==> config.mk <==
export PLATFORM = sky130hd
export DESIGN_NAME = fetch_unit
export DESIGN_NICKNAME = d
export VERILOG_FILES = /design/src/rtl/mips_pkg.sv /design/src/rtl/fetch_unit_next_pc.sv /design/src/rtl/fetch_unit.sv
export SDC_FILE = /design/constraint.sdc
export NUM_CORES = 1
export LEC_CHECK = 0
export CORE_ASPECT_RATIO = 1.2
export CORE_MARGIN = 2
export CORE_UTILIZATION = 32
export DETAILED_ROUTE_END_ITERATION = 10
export HOLD_SLACK_MARGIN = 0.1
export MAX_ROUTING_LAYER = met4
export SETUP_SLACK_MARGIN = 0.15
export SYNTH_ARGS = -nofsm -noshare
export SYNTH_HDL_FRONTEND = slang
export SYNTH_SLANG_ARGS = --single-unit
==> constraint.sdc <==
create_clock -name clk -period 4.6 [get_ports clk]
set_clock_uncertainty 0.15 [all_clocks]
set_input_delay 0.46 -clock clk [delete_from_list [all_inputs] [get_ports clk]]
set_output_delay 0.46 -clock clk [all_outputs]
set_load 0.01 [all_outputs]
==> src/rtl/mips_pkg.sv <==
// Shared MIPS definitions: opcodes, instruction field positions, fetch FSM states.
package mips_pkg;

  localparam logic [5:0] OP_RTYPE = 6'b000000;
  localparam logic [5:0] OP_BEQ   = 6'b000100;
  localparam logic [5:0] OP_ADDI  = 6'b001000;
  localparam logic [5:0] OP_ORI   = 6'b001101;
  localparam logic [5:0] OP_LW    = 6'b100011;
  localparam logic [5:0] OP_SW    = 6'b101011;
  localparam logic [5:0] OP_J     = 6'b000010;

  localparam int OPCODE_HI = 31;
  localparam int OPCODE_LO = 26;
  localparam int RS_HI     = 25;
  localparam int RS_LO     = 21;
  localparam int RT_HI     = 20;
  localparam int RT_LO     = 16;
  localparam int RD_HI     = 15;
  localparam int RD_LO     = 11;
  localparam int SHAMT_HI  = 10;
  localparam int SHAMT_LO  = 6;
  localparam int FN_HI     = 5;
  localparam int FN_LO     = 0;
  localparam int IMM_HI    = 15;
  localparam int IMM_LO    = 0;
  localparam int TARGET_HI = 25;
  localparam int TARGET_LO = 0;

  typedef enum logic [1:0] {
    ST_IDLE,
    ST_FETCH,
    ST_HOLD
  } fetch_state_e;

  function automatic logic [31:0] sign_extend16(input logic [15:0] v);
    return {{16{v[15]}}, v};
  endfunction

endpackage

==> src/rtl/fetch_unit_next_pc.sv <==
// Next-PC selection: jump beats taken branch beats sequential; purely combinational.
// All arithmetic is 32-bit and wraps.
module next_pc
  import mips_pkg::*;
(
  input  logic [31:0] pc,
  input  logic [25:0] target,
  input  logic [31:0] imm_sext,
  input  logic        branch,
  input  logic        jump,
  input  logic        zero,
  output logic [31:0] pc_plus4,
  output logic [31:0] pc_next
);

  always_comb begin
    pc_plus4 = pc + 32'd4;
    pc_next  = pc_plus4;
    if (jump) begin
      pc_next = {pc_plus4[31:28], target, 2'b00};
    end else if (branch && zero) begin
      pc_next = pc_plus4 + {imm_sext[29:0], 2'b00};
    end
  end

endmodule

==> src/rtl/fetch_unit.sv <==
// Instruction fetch: PC, imem ready handshake, IF/ID register; >= 2 cycles per instruction.
// Stalls indefinitely in FETCH without imem_ready and in HOLD without instr_ack.
module fetch_unit
  import mips_pkg::*;
#(
  parameter logic [31:0] RESET_PC = 32'h0000_0000
) (
  input  logic        clk,
  input  logic        rst,
  output logic        imem_req,
  output logic [31:0] imem_addr,
  input  logic        imem_ready,
  input  logic [31:0] imem_rdata,
  output logic        instr_valid,
  input  logic        instr_ack,
  input  logic        branch,
  input  logic        jump,
  input  logic        zero,
  output logic [5:0]  opCode,
  output logic [4:0]  rs,
  output logic [4:0]  rt,
  output logic [4:0]  rd,
  output logic [4:0]  shamt,
  output logic [5:0]  fn,
  output logic [31:0] imm_sext,
  output logic [31:0] pc,
  output logic [31:0] pc_plus4,
  output logic [31:0] fetch_count
);

  localparam logic [31:0] PC_INIT = {RESET_PC[31:2], 2'b00};

  fetch_state_e state, state_nxt;
  logic [31:0]  ifid;
  logic [31:0]  pc_next;
  logic         load_ifid;
  logic         advance;

  always_comb begin
    state_nxt = state;
    load_ifid = 1'b0;
    advance   = 1'b0;
    case (state)
      ST_IDLE:  state_nxt = ST_FETCH;
      ST_FETCH: if (imem_ready) begin
        load_ifid = 1'b1;
        state_nxt = ST_HOLD;
      end
      ST_HOLD:  if (instr_ack) begin
        advance   = 1'b1;
        state_nxt = ST_FETCH;
      end
      default:  state_nxt = ST_IDLE;
    endcase
  end

  always_ff @(posedge clk or posedge rst) begin
    if (rst) begin
      state       <= ST_IDLE;
      pc          <= PC_INIT;
      ifid        <= '0;
      fetch_count <= '0;
    end else begin
      state <= state_nxt;
      if (load_ifid) begin
        ifid <= imem_rdata;
      end
      if (advance) begin
        pc          <= pc_next;
        fetch_count <= fetch_count + 32'd1;
      end
    end
  end

  // Outputs decode straight from state so they drop with an asynchronous reset.
  assign imem_req    = (state == ST_FETCH);
  assign instr_valid = (state == ST_HOLD);
  assign imem_addr   = pc;

  assign opCode   = ifid[OPCODE_HI:OPCODE_LO];
  assign rs       = ifid[RS_HI:RS_LO];
  assign rt       = ifid[RT_HI:RT_LO];
  assign rd       = ifid[RD_HI:RD_LO];
  assign shamt    = ifid[SHAMT_HI:SHAMT_LO];
  assign fn       = ifid[FN_HI:FN_LO];
  assign imm_sext = sign_extend16(ifid[IMM_HI:IMM_LO]);

  next_pc u_next_pc (
    .pc       (pc),
    .target   (ifid[TARGET_HI:TARGET_LO]),
    .imm_sext (imm_sext),
    .branch   (branch),
    .jump     (jump),
    .zero     (zero),
    .pc_plus4 (pc_plus4),
    .pc_next  (pc_next)
  );

endmodule
# Word-level counts from Yosys, hierarchy flattened
# Index checks and enable logic that the tools add are counted.
[word_totals]
mem_count = 0
mem_bits_ro = 0
output_inout_bits = 194
mem_bits_rw = 0
ff_bits = 98
latchBits = 0
[op_classes]
div = 0
n_eq_ne = 4
shift = 0
reduce_logical = 3
n_mux = 9
bitwise = 0
n_addsub = 3
mul = 0
order_cmp = 0
[ops]
columns = ["op", "count"]
rows = [
  ["2-to-1 mux 32 bit", 2],
  ["adder 32 x 1 -> 32 bit (second input constant)", 1],
  ["adder 32 x 3 -> 32 bit (second input constant)", 1],
  ["adder 32 bit", 1],
  ["case mux 2 bit (3 select lines)", 1],
  ["2-to-1 mux 1 bit", 4],
  ["2-to-1 mux 2 bit", 2],
  ["!= test 2 x 1 -> 1 bit (second input constant)", 2],
  ["== test 2 x 1 -> 1 bit (second input constant)", 1],
  ["== test 2 bit (second input constant)", 1],
  ["logical NOT 2 bit", 1],
  ["AND reduction 2 bit", 1],
  ["logical AND 1 bit", 1],
]

# Logic depth before layout (Yosys ltp)
[logic_depth]
word_depth = 4
mapped_depth = 18

# By module
# From an unflattened synthesis, not the netlist that was laid out.
[hier_totals]
cells_unflattened = 747
hier_area_um2 = 7228.2
[modules_own_cells]
columns = ["module", "instances", "cells_each", "area_per_inst_um2"]
rows = [
  ["fetch_unit", 1, 327, 4380.5],
  ["next_pc", 1, 420, 2847.7],
]

# Worst setup path before layout
# OpenSTA, ideal clock, no wires.
[synth_path]
kind = "flip-flop to flip-flop"
start = "reg pc[2] (netlist: imem_addr[2])"
end = "reg pc[31] (netlist: imem_addr[31])"
stages_incl_launch_ff = 18
synth_period_minus_slack_ps = 3921
arrival_time_ps = 3651
setup_time_ps = 119
setup_slack_ps = 679
path_cell_list = "dfrtp_1 -> ha_1 -> inv_1 -> nor2_1 -> nand3_1 -> or4_1 -> nor2_1 -> xor2_1 -> ha_1 -> clkbuf_1 -> nor3_1 -> nor2_1 -> nand2_1 -> mux2_2 -> a41oi_1 -> a21oi_1 -> mux2i_1 -> nand2_1"
[synth_via]
elab_chain_cells = 4
[synth_lines]
columns = ["element", "line_no", "source"]
rows = [
  ["start, declared", "fetch_unit.sv:26", "output logic [31:0] pc,"],
  ["start signal, assigned", "fetch_unit.sv:69", "pc <= pc_next;"],
  ["adder 32 x 3 -> 32 bit", "fetch_unit_next_pc.sv:17", "pc_plus4 = pc + 32'd4;"],
  ["net pc_plus4[28]", "fetch_unit.sv:27", "output logic [31:0] pc_plus4,"],
  ["adder 32 bit", "fetch_unit_next_pc.sv:22", "pc_next = pc_plus4 + {imm_sext[29:0], 2'b00};"],
  ["2-to-1 mux 32 bit", "fetch_unit_next_pc.sv:21", "end else if (branch && zero) begin"],
  ["2-to-1 mux 32 bit", "fetch_unit_next_pc.sv:19", "if (jump) begin"],
]
# The timed path passes the listed nets, and every way through them passes these cells.
# A chain may end at the register's enable or synchronous reset.

# Worst setup path after layout
[layout_path]
start = "reg pc[7] (netlist: imem_addr[7])"
end = "reg pc[31] (netlist: imem_addr[31])"
[layout_via]
elab_chain_cells = 4
[layout_lines]
columns = ["element", "line_no"]
rows = [
  ["adder 32 x 3 -> 32 bit *", "fetch_unit_next_pc.sv:17"],
  ["adder 32 bit", "fetch_unit_next_pc.sv:22"],
  ["2-to-1 mux 32 bit", "fetch_unit_next_pc.sv:21"],
  ["2-to-1 mux 32 bit *", "fetch_unit_next_pc.sv:19"],
]
# Every way passes the cells marked *; elsewhere a longest branch is shown, timed or not.

==> impl_metrics.py <==
metrics = {
    "floorplanning": {
        "io_pins": 233,
        "die_x_um": 139.5,
        "initial_core_util": 0.3261,
        "rows": 59,
        "core_area_mm2": 0.02163,
        "die_y_um": 166.6,
        "dieArea_mm2": 0.02325,
    },
    "sta": {
        "max_slew_margin": 0.3652,
        "tns_ns": 0,
        "fmax_mhz": 241.2,
        "worst_pin_slew_ns": 0.9493,
        "grt_setup_unrepaired": "no",
        "hold_viol": 0,
        "fin_crit_sh": 0.9011,
        "slew_violations": 0,
        "setup_violations": 0,
        "fin_crit_ns": 4.145,
    },
    "setup_path": {
        "arrival_ns": 4.24,
        "r2r_cells": 15,
        "cp_max_fo": 10,
        "path_class": "reg2reg",
        "rrSetupSlack_ns": 0.45,
        "crit_path_end_kind": "register",
        "startpoint_type": "register",
        "required_ns": 4.69,
    },
    "routing": {
        "postRouteAntennaNets": 0,
        "wl_um": 22080,
        "wl_per_cell_um": 17.82,
        "vias": 6320,
        "first_iter_violations": 354,
        "drc_errors": 0,
        "via_per_inst": 5.101,
        "dr.pass1.iters": 5,
    },
    "layout": {
        "nets": 1037,
        "fin_cells": 1239,
        "fillers": 2119,
        "area_growth_pct": 34.93,
        "antenna_cells": 0,
        "regArea_mm2": 0.002402,
        "final_util": 0.4400,
        "multi_input_area_mm2": 0.003974,
        "final_common_cell": "clkdlybuf4s50_1",
        "drive_gt1_frac": 0.09119,
        "final_cell_mix": "226 x clkdlybuf4s50_1, 96 x dfrtp_1, 90 x nand2_1",
    },
    "logic_synthesis": {
        "ys_types": 63,
        "syn_inst": 798,
        "ys_seq_area_frac": 0.3406,
        "synth_area_mm2": 0.007053,
        "synthTopCellsByArea": "dfrtp_1 34%, buf_4 7.2%, xnor2_1 6.8%",
        "synth_area_leader_cell": "dfrtp_1",
        "netlist.area_leader.share": 0.3406,
        "synthArstFlopShare": 1.000,
        "ys.flop_type": "dfrtp_1",
        "synth_edf_count": 0,
        "ys_seq_elements": 96,
        "yosysWarnings": 0,
        "avgSynthCellArea_um2": 8.838,
    },
    "placement": {
        "place.gp.congestion": 0.8914,
        "io_buffer_count": 226,
        "dp_cells": 1223,
        "dpl.hpwl_um": 17010,
    },
    "power_and_ir_drop": {
        "power.leakage_uw": 0.003956,
        "power_uw": 7241,
        "power_density_mw_per_mm2": 760.8,
        "ir_worst_vdd_v": 0.0003658,
    },
    "clock_tree": {
        "path_clk_slew_ns": 0.08,
        "cts-buffers-inserted": 9,
        "cts-root-buf": "clkbuf_16",
        "clkLatencyLatePin_ns": 0.36,
        "cts.sinks": 96,
        "cts_max_path_buffers": 2,
        "hold_buffers": 0,
        "cts_setup_buffers": 0,
        "cts_tree": "built",
        "h-tree-depth": 3,
    },
    "grt": {
        "grt_use_total": 0.1948,
        "grt_pass1_wl_um": 35070,
        "overflow": 0,
        "antenna_found_initial": 0,
        "grt_max_degree": 71,
        "grt_pass1_vias": 6120,
    },
    "hold_path": {
        "holdPathStages": 1,
        "min_path_type": "reg2reg",
    },
    "run_status": {
        "status": "complete, no violations",
    },
    "flow_run": {
        "maxCapViolations": 0,
    },
}
==> what timing repair did <==
item                                    in CTS  in global routing
endpoints found under the setup margin       0                  2
gates resized for setup                      0                  3
hold endpoints to repair                     0                  0
==> worst paths after layout <==
kind | startpoint | end
max in group asynchronous | rst | ifid[24]$_DFFE_PP0P_
min in group asynchronous | rst | fetch_count[8]$_DFFE_PP0P_
worst max register to register | imem_addr[7]$_DFFE_PP0P_ | imem_addr[31]$_DFFE_PP0P_
worst min-delay path | fetch_count[31]$_DFFE_PP0P_ | fetch_count[31]$_DFFE_PP0P_
worst min register to register | fetch_count[31]$_DFFE_PP0P_ | fetch_count[31]$_DFFE_PP0P_
worst max-delay path | imem_addr[7]$_DFFE_PP0P_ | imem_addr[31]$_DFFE_PP0P_
==> Yosys cell counts, types with 4 or more instances <==
cell,count
and2_1,6
a21o_1,12
inv_1,18
o21ai_0,55
o211ai_1,13
dfrtp_1,96
a31oi_1,5
xor2_1,28
nand4_1,17
a211oi_1,8
a22oi_1,5
nand3_1,23
nor3_1,10
xnor2_1,55
a21oi_1,43
ha_1,37
and4_1,7
mux2i_1,4
nand2_1,91
clkbuf_1,28
buf_4,68
a41oi_1,5
mux2_2,33
o22ai_1,5
o21bai_1,8
nor2_1,57
and3_1,7
o221ai_1,4
==> layer usage <==
layer / vias up / wire, um / global-route usage
met3: 40 / 1178 / 0.03134
met2: 207 / 10710 / 0.3148
met1: 3004 / 9575 / 0.2478
met4: 0 / 613 / 0.06807
li1: 3069 / - / -
met5: - / 0 / -
==> state kept, by name, indices dropped and copies added (netlist names) <==
| name | cells |
|---|---|
| fetch_count | 32 |
| ifid | 32 |
| state | 2 |
| imem_addr | 30 |
==> area by class of cell <==
class / count / share of cell area
multi-input cells: 588 / 0.4176
repair buffers: 245 / 0.2527
flip-flops and latches: 96 / 0.2524
well taps: 274 / 0.03602
clock buffers: 9 / 0.02367
clock inverters: 7 / 0.009335
inverters: 20 / 0.008283
==> per-stage QoR <==
stage / hold WS [ns] / area [um2] / setup slack, ns
after global routing: 0.3452 / 9517 / 0.1569
final: 0.3314 / 9517 / 0.4548
after detailed placement: 0.3200 / 9189 / 0.4700
after CTS: 0.3319 / 9503 / 0.4475
after global placement: 0.3140 / 9189 / 0.5089
after floorplan: 0.3422 / 7072 / 0.6795
==> kinds of logic (layout without fill, tap and decap cells) <==
logic type,count (synthesis),count (layout),share of synthesized area
AOI/OAI and AO/OA,183,183,0.1629
xor gates and xnor gates,83,83,0.1031
other,1,6,0.0005317
and+or+nand+nor,241,241,0.1652
adders and majority gates,38,38,0.06848
DFF,96,96,0.3406
muxes,37,37,0.05837
buffers and inverters,119,281,0.1009
==> power by group <==
group	internal, uW	switching (uW)
clock network	396	409
logic	2440	2380
registers	1130	490
total	3960	3280
==> critical path, cell delays in order (launching register included) <==
cell and delay (ns):
dfrtp_1 0.47, and4_1 0.24, and2_1 0.27, nand3_1 0.19, or4_1 0.55, nor2_1 0.19
xor2_1 0.11, ha_1 0.47, nand3_1 0.17, nor2_1 0.26, a21oi_1 0.11, mux2_2 0.26
a41oi_1 0.25, a21oi_1 0.12, mux2i_1 0.16, nand2_1 0.07
(Power assumes the default switching activity.)
